**config.mk**
```make
export PLATFORM = sky130hd
export DESIGN_NAME = rf_writeback
export DESIGN_NICKNAME = d
export VERILOG_FILES = /design/src/rtl/rf_writeback_pkg.sv /design/src/rtl/rf_wb_fifo.sv /design/src/rtl/rf_writeback.sv
export SDC_FILE = /design/constraint.sdc
export NUM_CORES = 1
export LEC_CHECK = 0
export ABC_AREA = 1
export CORE_MARGIN = 4
export CORE_UTILIZATION = 40
export DETAILED_ROUTE_END_ITERATION = 7
export GPL_TIMING_DRIVEN = 0
export SLEW_MARGIN = 20
export SYNTH_ARGS = -nofsm -noshare
export SYNTH_HDL_FRONTEND = slang
export SYNTH_HIERARCHICAL = 1
export SYNTH_SLANG_ARGS = --single-unit
export TNS_END_PERCENT = 100
```
**constraint.sdc**
```tcl
create_clock -name clk -period 5.1 [get_ports clk]
set_input_delay 1.02 -clock clk [delete_from_list [all_inputs] [get_ports clk]]
set_output_delay 1.02 -clock clk [all_outputs]
set_load 0.05 [all_outputs]
```
**src/rtl/rf_writeback_pkg.sv**
```systemverilog
// Shared widths and the {dest, data} write-back entry used by the MEM FIFO and the write arbiter.
package rf_writeback_pkg;

   localparam int DATA_W     = 28;
   localparam int ADDR_W     = 4;
   localparam int NREG       = 1 << ADDR_W;
   localparam int FIFO_DEPTH = 4;
   localparam int FIFO_CNT_W = $clog2(FIFO_DEPTH) + 1;

   typedef struct packed {
      logic [ADDR_W-1:0] dest;
      logic [DATA_W-1:0] data;
   } wb_entry_t;

endpackage

```
**src/rtl/rf_wb_fifo.sv**
```systemverilog
// Synchronous FIFO of write-back entries. Data is readable at the head the cycle after the push.
// A push while full or a pop while empty is ignored. Full does not consider a same-cycle pop.
module rf_wb_fifo
   import rf_writeback_pkg::*;
#(
   parameter int DEPTH = 4,
   localparam int PTR_W = $clog2(DEPTH),
   localparam int CNT_W = PTR_W + 1
) (
   input  logic             clk,
   input  logic             rst,
   input  logic             push_i,
   input  wb_entry_t        push_dat_i,
   input  logic             pop_i,
   output wb_entry_t        head_o,
   output logic [CNT_W-1:0] count_o,
   output logic             full_o,
   output logic             empty_o
);

   wb_entry_t        mem_q [DEPTH];
   logic [PTR_W-1:0] wr_ptr_q, wr_ptr_d;
   logic [PTR_W-1:0] rd_ptr_q, rd_ptr_d;
   logic [CNT_W-1:0] count_q, count_d;
   logic             push_ok, pop_ok;

   assign full_o  = (count_q == CNT_W'(DEPTH));
   assign empty_o = (count_q == '0);
   assign count_o = count_q;
   assign head_o  = mem_q[rd_ptr_q];
   assign push_ok = push_i && !full_o;
   assign pop_ok  = pop_i && !empty_o;

   // DEPTH is a power of two, so the pointers wrap by plain overflow.
   always_comb begin
      wr_ptr_d = wr_ptr_q;
      rd_ptr_d = rd_ptr_q;
      count_d  = count_q;
      if (push_ok) wr_ptr_d = wr_ptr_q + 1'b1;
      if (pop_ok)  rd_ptr_d = rd_ptr_q + 1'b1;
      case ({push_ok, pop_ok})
         2'b10:   count_d = count_q + 1'b1;
         2'b01:   count_d = count_q - 1'b1;
         default: count_d = count_q;
      endcase
   end

   always_ff @(posedge clk) begin
      if (rst) begin
         wr_ptr_q <= '0;
         rd_ptr_q <= '0;
         count_q  <= '0;
      end else begin
         wr_ptr_q <= wr_ptr_d;
         rd_ptr_q <= rd_ptr_d;
         count_q  <= count_d;
      end
   end

   always_ff @(posedge clk) begin
      if (push_ok) mem_q[wr_ptr_q] <= push_dat_i;
   end

endmodule

```
**src/rtl/rf_writeback.sv**
```systemverilog
// Register-file write port controller: ALU (priority, 1 cycle) and buffered MEM results, plus busy scoreboard.
// MEM results reach rf_* at least 2 cycles after handshake; mem_ready drops only when the FIFO is full.
module rf_writeback
   import rf_writeback_pkg::*;
(
   input  logic                  clk,
   input  logic                  rst,
   input  logic                  issue_valid,
   input  logic [ADDR_W-1:0]     issue_dest,
   input  logic                  alu_valid,
   input  logic [ADDR_W-1:0]     alu_dest,
   input  logic [DATA_W-1:0]     alu_data,
   input  logic                  mem_valid,
   input  logic [ADDR_W-1:0]     mem_dest,
   input  logic [DATA_W-1:0]     mem_data,
   output logic                  mem_ready,
   input  logic [ADDR_W-1:0]     chk_rs0,
   input  logic [ADDR_W-1:0]     chk_rs1,
   output logic                  hazard0,
   output logic                  hazard1,
   output logic                  rf_wen,
   output logic [ADDR_W-1:0]     rf_dest_sel,
   output logic [DATA_W-1:0]     rf_data,
   output logic [NREG-1:0]       busy,
   output logic [FIFO_CNT_W-1:0] fifo_count
);

   wb_entry_t         alu_ent, mem_ent, head, sel_ent;
   logic              fifo_full, fifo_empty, pop, sel_vld;
   logic              wen_q, wen_d;
   logic [ADDR_W-1:0] dest_q, dest_d;
   logic [DATA_W-1:0] data_q, data_d;
   logic [NREG-1:0]   busy_q, busy_d;

   assign alu_ent   = '{dest: alu_dest, data: alu_data};
   assign mem_ent   = '{dest: mem_dest, data: mem_data};
   assign mem_ready = !fifo_full;

   rf_wb_fifo #(.DEPTH(FIFO_DEPTH)) u_fifo (
      .clk        (clk),
      .rst        (rst),
      .push_i     (mem_valid),
      .push_dat_i (mem_ent),
      .pop_i      (pop),
      .head_o     (head),
      .count_o    (fifo_count),
      .full_o     (fifo_full),
      .empty_o    (fifo_empty)
   );

   // R0 results are still consumed (ALU beat or FIFO pop) but never written.
   always_comb begin
      pop     = !alu_valid && !fifo_empty;
      sel_vld = alu_valid || !fifo_empty;
      sel_ent = alu_valid ? alu_ent : head;
      wen_d   = sel_vld && (sel_ent.dest != '0);
      dest_d  = wen_d ? sel_ent.dest : dest_q;
      data_d  = wen_d ? sel_ent.data : data_q;

      busy_d = busy_q;
      if (wen_d)       busy_d[sel_ent.dest] = 1'b0;
      if (issue_valid) busy_d[issue_dest]   = 1'b1;
      busy_d[0] = 1'b0;
   end

   always_ff @(posedge clk) begin
      if (rst) begin
         wen_q  <= 1'b0;
         dest_q <= '0;
         data_q <= '0;
         busy_q <= '0;
      end else begin
         wen_q  <= wen_d;
         dest_q <= dest_d;
         data_q <= data_d;
         busy_q <= busy_d;
      end
   end

   assign rf_wen      = wen_q;
   assign rf_dest_sel = dest_q;
   assign rf_data     = data_q;
   assign busy        = busy_q;
   assign hazard0     = busy_q[chk_rs0];
   assign hazard1     = busy_q[chk_rs1];

endmodule

```
* Word level (Yosys, flattened, before mapping)
Memories as Yosys holds them, arrays and structs flattened. A register that Yosys moved wholly into a read port is not among the register bits.
Cells that the tools add are included.
** Storage, ports and cells
- Logic and storage cells :: 54
- Memories kept :: 1
- Input port bits :: 81
- Memory bits (writable) :: 128
- Register bits after elaboration :: 56
- Output and inout bits :: 55
** Memories
- u_fifo.mem_q :: depth 4, bits a word 32, rd ports 1, clocked after Yosys merged registers in 1, wr ports 1, line rf_wb_fifo.sv:21 : wb_entry_t mem_q [DEPTH];
** Operators by class
- Multiplexer cells :: 16
- Eq/ne operators :: 3
- Bitwise logic cells :: 3
- Add/sub/neg operators :: 4
- Reduce and logical (&&, ||, !) cells :: 13
- $lt $le $gt $ge :: 6
** Operators with widths (number)
- 16-bit 2-to-1 mux :: 2
- 32-bit 2-to-1 mux :: 1
- 4-bit by 5-bit less-than comparator with 1-bit output (second input constant) :: 4
- 16-bit AND :: 1
- 16-bit inverter :: 1
- 16-bit bitwise OR :: 1
- 1-bit binary-select mux with 4-bit select :: 2
- 1-bit demux with 4-bit select :: 2
- 4-bit by 1-bit greater-or-equal comparator with 1-bit output (second input constant) :: 2
- 1-bit logical AND :: 6
- 1-bit 2-to-1 mux :: 6
- 3-bit case mux with 2 select lines :: 1
- 2-bit by 1-bit adder with 2-bit output (second input constant) :: 2
- 2-bit 2-to-1 mux :: 2
- 4-bit nonzero test :: 1
- 3-bit by 1-bit adder with 3-bit output (second input constant) :: 1
- 3-bit == test (second input constant) :: 1
- 1-bit logical NOT :: 3
- 3-bit logical NOT :: 1
- 3-bit by 1-bit subtractor with 3-bit output (second input constant) :: 1
- 2-bit by 1-bit == test with 1-bit output (second input constant) :: 1
- 2-bit == test (second input constant) :: 1
- 2-bit nonzero test :: 1
- 1-bit logical OR :: 1

* Depth between registers and ports, before layout
Gate-level depths: netlist (run 1).
- Depth in word-level cells :: 10
- Gate-level depth with buffers :: 15
- Mapped depth without buffers :: 15

* Cells and area by module
The synthesis (run 1) kept the hierarchy.
** Modules (own cells, without submodules)
- rf_wb_fifo :: times used 1, sequential area each 4023.9 µm², cells each 379, area an instance 5276.3 µm²
- rf_writeback :: times used 1, sequential area each 960.9 µm², cells each 436, area an instance 2698.8 µm²

* Worst setup path after synthesis (run 1)
Ideal clock, no wire load.
- Path kind :: input to output
- Start :: input port chk_rs1[0]
- End :: output port hazard1
- Slack :: 1.493 ns
- Buffers on the path :: 1
- Arrival time :: 2.587 ns
- Cell stages on the path :: 5
- Required time :: 4.080 ns
- Cells stage by stage :: clkbuf_1 > nand3_1 > nand3_1 > nand2_1 > o21ai_0
** On the way
- Word-level cells in the longest chain between the ends :: 2
** RTL lines
- start: declaration :: line rf_writeback.sv:18 : input logic [ADDR_W-1:0] chk_rs1,
- 1-bit binary-select mux with 4-bit select :: line rf_writeback.sv:85 : assign hazard1 = busy_q[chk_rs1];
- 1-bit 2-to-1 mux (implied by the code) :: line rf_writeback.sv:85
- end: declaration :: line rf_writeback.sv:20 : output logic hazard1,
No other way between the ends. The select of a mux whose other input is x is not followed.

* Worst setup path in the final report (run 1)
Same ends and word-level chain as after synthesis.

==> impl_results.md, run 1 <==
* Row Count at 51
* WHS at 470 ps
* Crit path kind: in2out
* Worst Path Arrival at 3220 ps
* Yosys reg bits at 185
* Switching power total at 1.59 mW
* Tot GR Track Use at 0.180
* Share of the synthesized area in the top cell type at 0.482
* P&R area growth vs syn at 28.9%
* Post-CTS sizing at 0
* Relative slew slack at 0.529
* Post-Syn Area at 7980 um^2
* Post-DP Area at 9750 um^2
* Sw frac at 0.347
* Num CTS Buffers at 17
* Syn Area/Cell at 9.79 um^2
* Post-DP HPWL at 14.0 mm
* Cell Pwr Density at 444 nW/um^2
* Via Count at 6002
* Pleak at 3.88 nW
* Initial antenna violation count at 1
* Cell variety after synth at 29
* Post-route clock period utilization at 0.831
* Syn_nets at 902
* Residual DRC count at 0
* Vias in the first global route at 5967
* Worst path required time at 4080 ps
* Post-CTS setup buffer count at 0
* DRT antenna net count at 0
* Setup_tns at 0 ps
* Pin count of the biggest net entering global routing at 23
* Gr ovfl total at 0
* Seq/Total Area, Yosys at 0.625
* Io pins at 136
* Die H at 149 um
* Setup crit end kind: output port
* Final Util at 0.527
* Setup crit start kind: primary input
* Warnings from Yosys at 6
* Clock Path Buffers at 2
* Layout cells sized above 1 at 0.0966
* FMAX at 236 MHz
* Die width at 149 um
* Critical path fanouts, max at 10
* Worst slew pin tran at 707 ps
* Post-CTS Hold Fix Bufs at 0
* Placed insts at 1216
* Int Power at 2.98 mW
* Vias per inst at 4.81
* EDFF count, synth at 128
* Number of port buffers at 132
* Post-route cell area at 10300 um^2
* Worst-skew pair later-pin latency at 420 ps
* Final Slew Violations at 0
* Top cells by area, synth: edfxtp_1 48%, dfxtp_1 14%, nand2_1 7.2%
* Final setup fails at 0
* Flop pwr share at 0.407
* Maxcap violations at 0
* Wirelength per Cell at 15.9 um
* Iter 0 DRT Violations at 382
* Unrepaired setup endpoints after global routing: false
* Global-route wire length before repair at 31.1 mm
* Yosys top cell by area: edfxtp_1
* Die area at 22300 um^2
* Pre-CTS setup slack at 877 ps
* Async S/R FF share, synth at 0
* Gate Count Post-Synth at 815
* Clk pin slew, worst setup/hold paths at 60 ps
* Gpl congestion at 0.812
* Gate power share at 0.331
* Clk root buf: clkbuf_16
* DR pass1 iterations at 5
* Worst setup startpoint: chk_rs1[0]
* Non-Filler Instances at 1248
* DRT Wirelength at 19.8 mm
* Final min period at 4240 ps
* Final Power at 4.57 mW
* Hold Crit Class: reg2reg
* Worst clock skew at 6.93 ps
* VDD IR max at 286 uV
* Hold path startpoint: rf_dest_sel[0]$_SDFFE_PP0N_
* H-tree depth at 4
* CTS tree: done
* # nets final at 1057
* Core Region at 19500 um^2
* Commonest register cell after synthesis: edfxtp_1
* Status: finished clean
* Final WS setup at 861 ps
* Effective utilization at floorplan at 0.408
* Final Hold Viols at 0
* Ant diodes at 0
* CTS sink count at 185
* Power share of the clock group at 0.262
## synthesized netlist by cell type, types with 10 or more instances
cell type  number
o22ai_1        32
edfxtp_1      128
buf_2          15
inv_1          45
nand2_2        10
o21ai_1        28
clkbuf_1       11
buf_6          11
nand3_1        30
o21ai_0        84
nor2_1        138
a21oi_1        29
dfxtp_1        57
nor2_2         11
nand2_1       154
## cell families after synthesis
group / Yosys count / share of synthesized area
adder cells (fa/ha/maj): 6 / 0.0104
AND/OR/NAND/NOR: 352 / 0.183
other: 1 / 0.000470
buffers and inverters: 91 / 0.0604
AO/OA/AOI/OAI: 179 / 0.119
flip-flops: 185 / 0.625
multiplexers: 1 / 0.00126
## per-layer routing
metal  share of wire  GRT usage  up-vias  routed length, um
met3           0.059     0.0459       22               1170
met1            0.44      0.229     2748               8800
met2            0.48      0.302      150               9430
met5         0.00061          0        -                 12
met4           0.019     0.0604        2                380
li1                -          -     3080                  -
## worst max-delay path, cell delays in order
cell and delay, ps:
clkdlybuf4s50_1 580, clkbuf_1 330, o21ai_0 140, nand3_1 80
nand2_1 60, o21ai_0 170, clkdlybuf4s50_1 830
## cell type report
cell class	instances	area, um^2
fill	1803	9250
sequential	185	4980
multi-input combinational	539	2540
timing repair buffer	136	1410
clock buffer	24	462
tap	265	332
buffer	42	290
inverter	49	191
clock inverter	8	73.8
## power by group through the flow
stage	Combinational [mW]	Clock [mW]	Sequential, mW
after detailed placement	1.53	0	1.89
after global routing	1.65	1.29	1.87
after floorplan	0.682	0	2.20
after CTS	1.53	1.22	1.86
final	1.51	1.20	1.86
after global placement	1.50	0	1.90
## placed cells by master (no fill, tap or decap), drive strengths merged, types with 2 or more instances in the layout
cell and n:
nand2 168, nor2 151, clkdlybuf4s50 132, edfxtp 128, o21ai 112, dfxtp 57
inv 49, clkbuf 35, buf 35, o22ai 32, nand3 30, a21oi 29
clkinv 6, o211ai 5, ha 5, nor3 2
## registers in the layout (all words and copies together), names as in the netlist, named ones only
register         flops
u_fifo/rd_ptr_q      2
rf_wen               1
u_fifo/wr_ptr_q      2
rf_data             28
busy                15
u_fifo/count_o       3
rf_dest_sel          4
u_fifo/mem_q       128
## final timing paths
| path | end | slack [ps] | cells past startpoint |
|---|---|---|---|
| worst max-delay path | hazard1 | 860 | 7 |
| worst min-delay path | rf_dest_sel[0]$_SDFFE_PP0N_ | 470 | 2 |
| worst min register to register | rf_dest_sel[0]$_SDFFE_PP0N_ | 470 | 2 |
| worst max register to register | rf_data[0]$_SDFFE_PP0N_ | 2830 | 11 |
No activity file was read; power rests on OpenSTA's default activity.
==> run 2: changes to the inputs <==
PLACE_DENSITY = 0.65   (was not set)
clock period = 3.7 ns   (was 5.1 ns; I/O delays follow)
==> run 2 against run 1 <==
Utilization is 0.47 points higher. Clock power grew 55%. Die area unchanged. Global-route usage down 0.16 points. Highest routed layer is now met4. Final area is 0.90% higher. Combinational power is 38% higher. Worst hold slack improved by 1.7 ps. Sequential share of layout area decreased by 0.43 points. Sequential cell count did not move. Register-to-register slack worse by 1500 ps.
==> impl_results.md, run 2 (synthesis results as in run 1) <==
* Pin count of the biggest net entering global routing at 21
* DRT antenna net count at 0
* Num CTS Buffers at 17
* Clk pin slew, worst setup/hold paths at 60 ps
* Core Region at 19500 um^2
* Pre-CTS setup slack at 63.0 ps
* Gr ovfl total at 0
* Crit path max-delay cell type: clkdlybuf4s50_1
* Hold Crit Class: reg2reg
* Die H at 149 um
* Post-DP HPWL at 14.0 mm
* Relative slew slack at 0.571
* Non-Filler Instances at 1248
* P&R area growth vs syn at 30.1%
* Commonest non-fill, non-tap cell in the layout: nand2_1
* Worst Path Arrival at 2540 ps
* Post-CTS setup buffer count at 0
* Ant diodes at 0
* Number of port buffers at 132
* WHS Path Cells at 2
* Via Count at 6093
* Reg with most FFs: u_fifo/mem_q
* Die width at 149 um
* Crit path kind: in2out
* Effective utilization at floorplan at 0.408
* Post-CTS sizing at 0
* Clock Path Buffers at 2
* H-tree depth at 4
* Worst slew pin tran at 643 ps
* Final Hold Viols at 0
* Critical path fanouts, max at 6
* Most used cell, CP: clkdlybuf4s50_1
* CTS sink count at 185
* Row Count at 51
* Iter 0 DRT Violations at 334
* Setup crit end kind: output port
* Crit path cell chain: clkdlybuf4s50_1 > o21ai_0 > o211ai_1 > nand3_1 > nand2_1 > clkdlybuf4s50_1
* Final Slew Violations at 0
* Worst clock skew at 14.3 ps
* Max reg flops at 128
* Post-route cell area at 10400 um^2
* Initial antenna violation count at 1
* Clk root buf: clkbuf_16
* Layout cells sized above 1 at 0.103
* Post-CTS Hold Fix Bufs at 0
* Status: finished clean
* Final WS setup at 423 ps
* Io pins at 136
* Most frequent cells in the layout: 154 x nand2_1, 134 x nor2_1, 131 x clkdlybuf4s50_1
* Post-DP Area at 9760 um^2
* Setup crit start kind: primary input
* DR pass1 iterations at 5
* Worst path required time at 2960 ps
* Final Util at 0.531
* Final min period at 3280 ps
* Pleak at 3.94 nW
* Worst reg-to-reg path cell count at 13
* Wirelength per Cell at 15.8 um
* Residual DRC count at 0
* Hold path startpoint: rf_dest_sel[3]$_SDFFE_PP0N_
* Worst reg2reg path endpoint: rf_data[17]$_SDFFE_PP0N_
* Tot GR Track Use at 0.179
* Vias in the first global route at 5885
* Global-route wire length before repair at 30.7 mm
* Cell Pwr Density at 628 nW/um^2
* Max stage delay on crit path at 790 ps
* Vias per inst at 4.88
* FMAX at 305 MHz
* DRT Wirelength at 19.7 mm
* Unrepaired setup endpoints after global routing: false
* VDD IR max at 419 uV
* CTS tree: done
* # nets final at 1057
* Fill count at 1770
* Maxcap violations at 0
* Worst Hold Path EP: rf_dest_sel[3]$_SDFFE_PP0N_
* Placed insts at 1216
* Post-route clock period utilization at 0.886
* Final setup fails at 0
* Final Power at 6.51 mW
* Gpl congestion at 0.857
* Die area at 22300 um^2
* FF-to-FF setup slack at 1380 ps
* Worst-skew pair later-pin latency at 440 ps
-- run 2: final cells by class --
type / instances / area, um^2 / area share
clock inverter: 14 / 181 / 0.0175
inverter: 49 / 191 / 0.0185
clock buffer: 18 / 429 / 0.0414
timing repair buffer: 136 / 1430 / 0.137
multi-input combinational: 539 / 2540 / 0.245
tap: 265 / 332 / 0.0320
sequential: 185 / 4980 / 0.481
buffer: 42 / 290 / 0.0280
-- run 2: worst max-delay path by stage --
stage / startpoint / endpoint / slack, ps / cells past startpoint
after CTS: chk_rs1[0] / hazard1 / 50 / 7
final: chk_rs0[1] / hazard0 / 420 / 6
after global routing: chk_rs0[0] / hazard0 / 300 / 8
after floorplan: chk_rs1[0] / hazard1 / 650 / 5
after detailed placement: chk_rs1[0] / hazard1 / 60 / 7
after global placement: mem_valid / u_fifo/mem_q[3][7]$_DFFE_PP_ / -620 / 3
-- run 2: stage by stage --
step           hold slack [ps]  TNS (ps)
2_1_floorplan              459         0
3_3_place_gp               460    -70660
3_5_place_dp               456         0
4_1_cts                    467         0
5_1_grt                    471         0
6_report                   471         0
-- run 2: worst max-delay path: cells and delay by family --
family / cells / cell delay (ps)
buffers and inverters: 2 / 1370
AO/OA/AOI/OAI: 2 / 280
AND/OR/NAND/NOR: 2 / 150
-- run 2: per-layer routing --
metal	up-vias	global-route usage	part of all wire
li1	3085	-	-
met1	2784	0.230	0.44
met2	200	0.296	0.47
met3	24	0.0468	0.072
met4	0	0.0558	0.018
met5	-	0	0
-- run 2: where the power goes --
part           switching [mW]  total (mW)  internal (mW)
clock                   0.829        1.86           1.03
combinational            1.38        2.09          0.714
sequential              0.112        2.57           2.45
total                    2.32        6.51           4.20
==> run 3: changes to the inputs <==
CORE_ASPECT_RATIO = 1.25   (was not set)
==> run 3 against run 2 <==
Sequential power hardly changed. Largest power group unchanged. Global-route usage increased by 0.50 points. Die area is essentially flat. Count of clock-buffer cells in the layout up 1. Clock power decreased by 3%.
==> impl_results.md, run 3 (synthesis results as in run 1) <==
* Status: finished clean
* Wire length on met3 at 1.21 mm
* Final min period at 3300 ps
* Critical path fanouts, max at 6
* Wirelength per Cell at 16.3 um
* Pleak at 3.92 nW
* Post-DP HPWL at 14.4 mm
* Cell Pwr Density at 625 nW/um^2
* Post-route clock period utilization at 0.892
* VDD IR max at 406 uV
* Vias in the first global route at 6133
* Hold path startpoint: rf_dest_sel[1]$_SDFFE_PP0N_
* Vias per inst at 4.94
* Relative slew slack at 0.485
* Initial antenna violation count at 0
* Post-CTS setup buffer count at 0
* Worst slew pin tran at 770 ps
* Most frequent cells in the layout: 154 x nand2_1, 134 x nor2_1, 131 x clkdlybuf4s50_1
* Worst-skew pair later-pin latency at 430 ps
* Final Hold Viols at 0
* Gpl congestion at 0.813
* DR pass1 iterations at 4
* Worst path required time at 2960 ps
* Met2 wire length at 10.5 mm
* Post-CTS Hold Fix Bufs at 0
* Effective utilization at floorplan at 0.408
* Die width at 134 um
* Die H at 166 um
* P&R area growth vs syn at 29.6%
* Clk root buf: clkbuf_16
* Via Count at 6162
* # nets final at 1057
* FF-to-FF setup slack at 1370 ps
* DR top layer: met4
* Die area at 22300 um^2
* Core Region at 19500 um^2
* H-tree depth at 4
* CTS sink count at 185
* Final setup fails at 0
* Residual DRC count at 0
* Final Slew Violations at 0
* Pre-CTS setup slack at 13.0 ps
* DRT antenna net count at 0
* CTS tree: done
* Number of port buffers at 132
* FMAX at 303 MHz
* Unrepaired setup endpoints after global routing: false
* Num CTS Buffers at 17
* Iter 0 DRT Violations at 277
* WHS Path Cells at 2
* Worst reg-to-reg path cell count at 11
* Final Power at 6.47 mW
* Met1 WL at 8.22 mm
* Ant diodes at 0
* Clock Path Buffers at 2
* Reg with most FFs: u_fifo/mem_q
* Global-route wire length before repair at 31.8 mm
* Setup crit end kind: output port
* Worst clock skew at 9.68 ps
* Tot GR Track Use at 0.184
* Io pins at 136
* Maxcap violations at 0
* Setup crit start kind: primary input
* DRT Wirelength at 20.4 mm
* Commonest non-fill, non-tap cell in the layout: nand2_1
* Worst Path Arrival at 2560 ps
* Final WS setup at 400 ps
* Row Count at 57
* Layout cells sized above 1 at 0.102
* Worst reg2reg path endpoint: rf_data[26]$_SDFFE_PP0N_
* Gr ovfl total at 0
* Clk pin slew, worst setup/hold paths at 60 ps
* Crit path kind: in2out
* Hold Crit Class: reg2reg
* Max reg flops at 128
* Pin count of the biggest net entering global routing at 23
* Post-CTS sizing at 0
* Worst Hold Path EP: rf_dest_sel[1]$_SDFFE_PP0N_
[run 3: metal layers]
layer / vias up / track usage
li1: 3078 / -
met1: 2861 / 0.216
met2: 189 / 0.323
met3: 34 / 0.0430
met4: 0 / 0.0722
met5: - / 0
[run 3: report_power, final]
group          internal (mW)  leakage (nW)  switching [mW]
logic                  0.708          1.99            1.38
registers               2.46          1.64           0.111
clock network           1.07         0.283           0.740
total                   4.24          3.92            2.23
[run 3: critical path, stage by stage]
cell and delay, ps:
clkdlybuf4s50_1 580, o21ai_0 120, o211ai_1 160, nand3_1 90
nand2_1 70, clkdlybuf4s50_1 790
[run 3: worst max path at each step]
stage | start | cells after the start | slack, ps | to
floorplan | chk_rs1[0] | 5 | 650 | hazard1
global placement | mem_valid | 3 | -640 | u_fifo/mem_q[3][13]$_DFFE_PP_
detailed placement | chk_rs1[0] | 7 | 10 | hazard1
CTS | chk_rs1[0] | 7 | 10 | hazard1
global route | chk_rs1[0] | 7 | 220 | hazard1
finish | chk_rs0[1] | 6 | 400 | hazard0
[run 3: stage by stage]
stage	instance area [um^2]	cells	util	TNS (ps)	hold WS, ps
finish	10300	1248	0.529	0	464
global route	10300	1248	0.529	0	477
CTS	10300	1248	0.529	0	465
detailed placement	9740	1216	0.498	0	454
global placement	9630	1212	0.493	-75150	451
floorplan	7980	815	-	0	459
[run 3: area by class of cell]
class                      instances  area, um^2
multi-input combinational        539        2540
timing repair buffer             136        1410
clock buffer                      19         443
tap                              265         332
inverter                          49         191
fill                            1802        9200
buffer                            42         290
clock inverter                    13         153
sequential                       185        4980
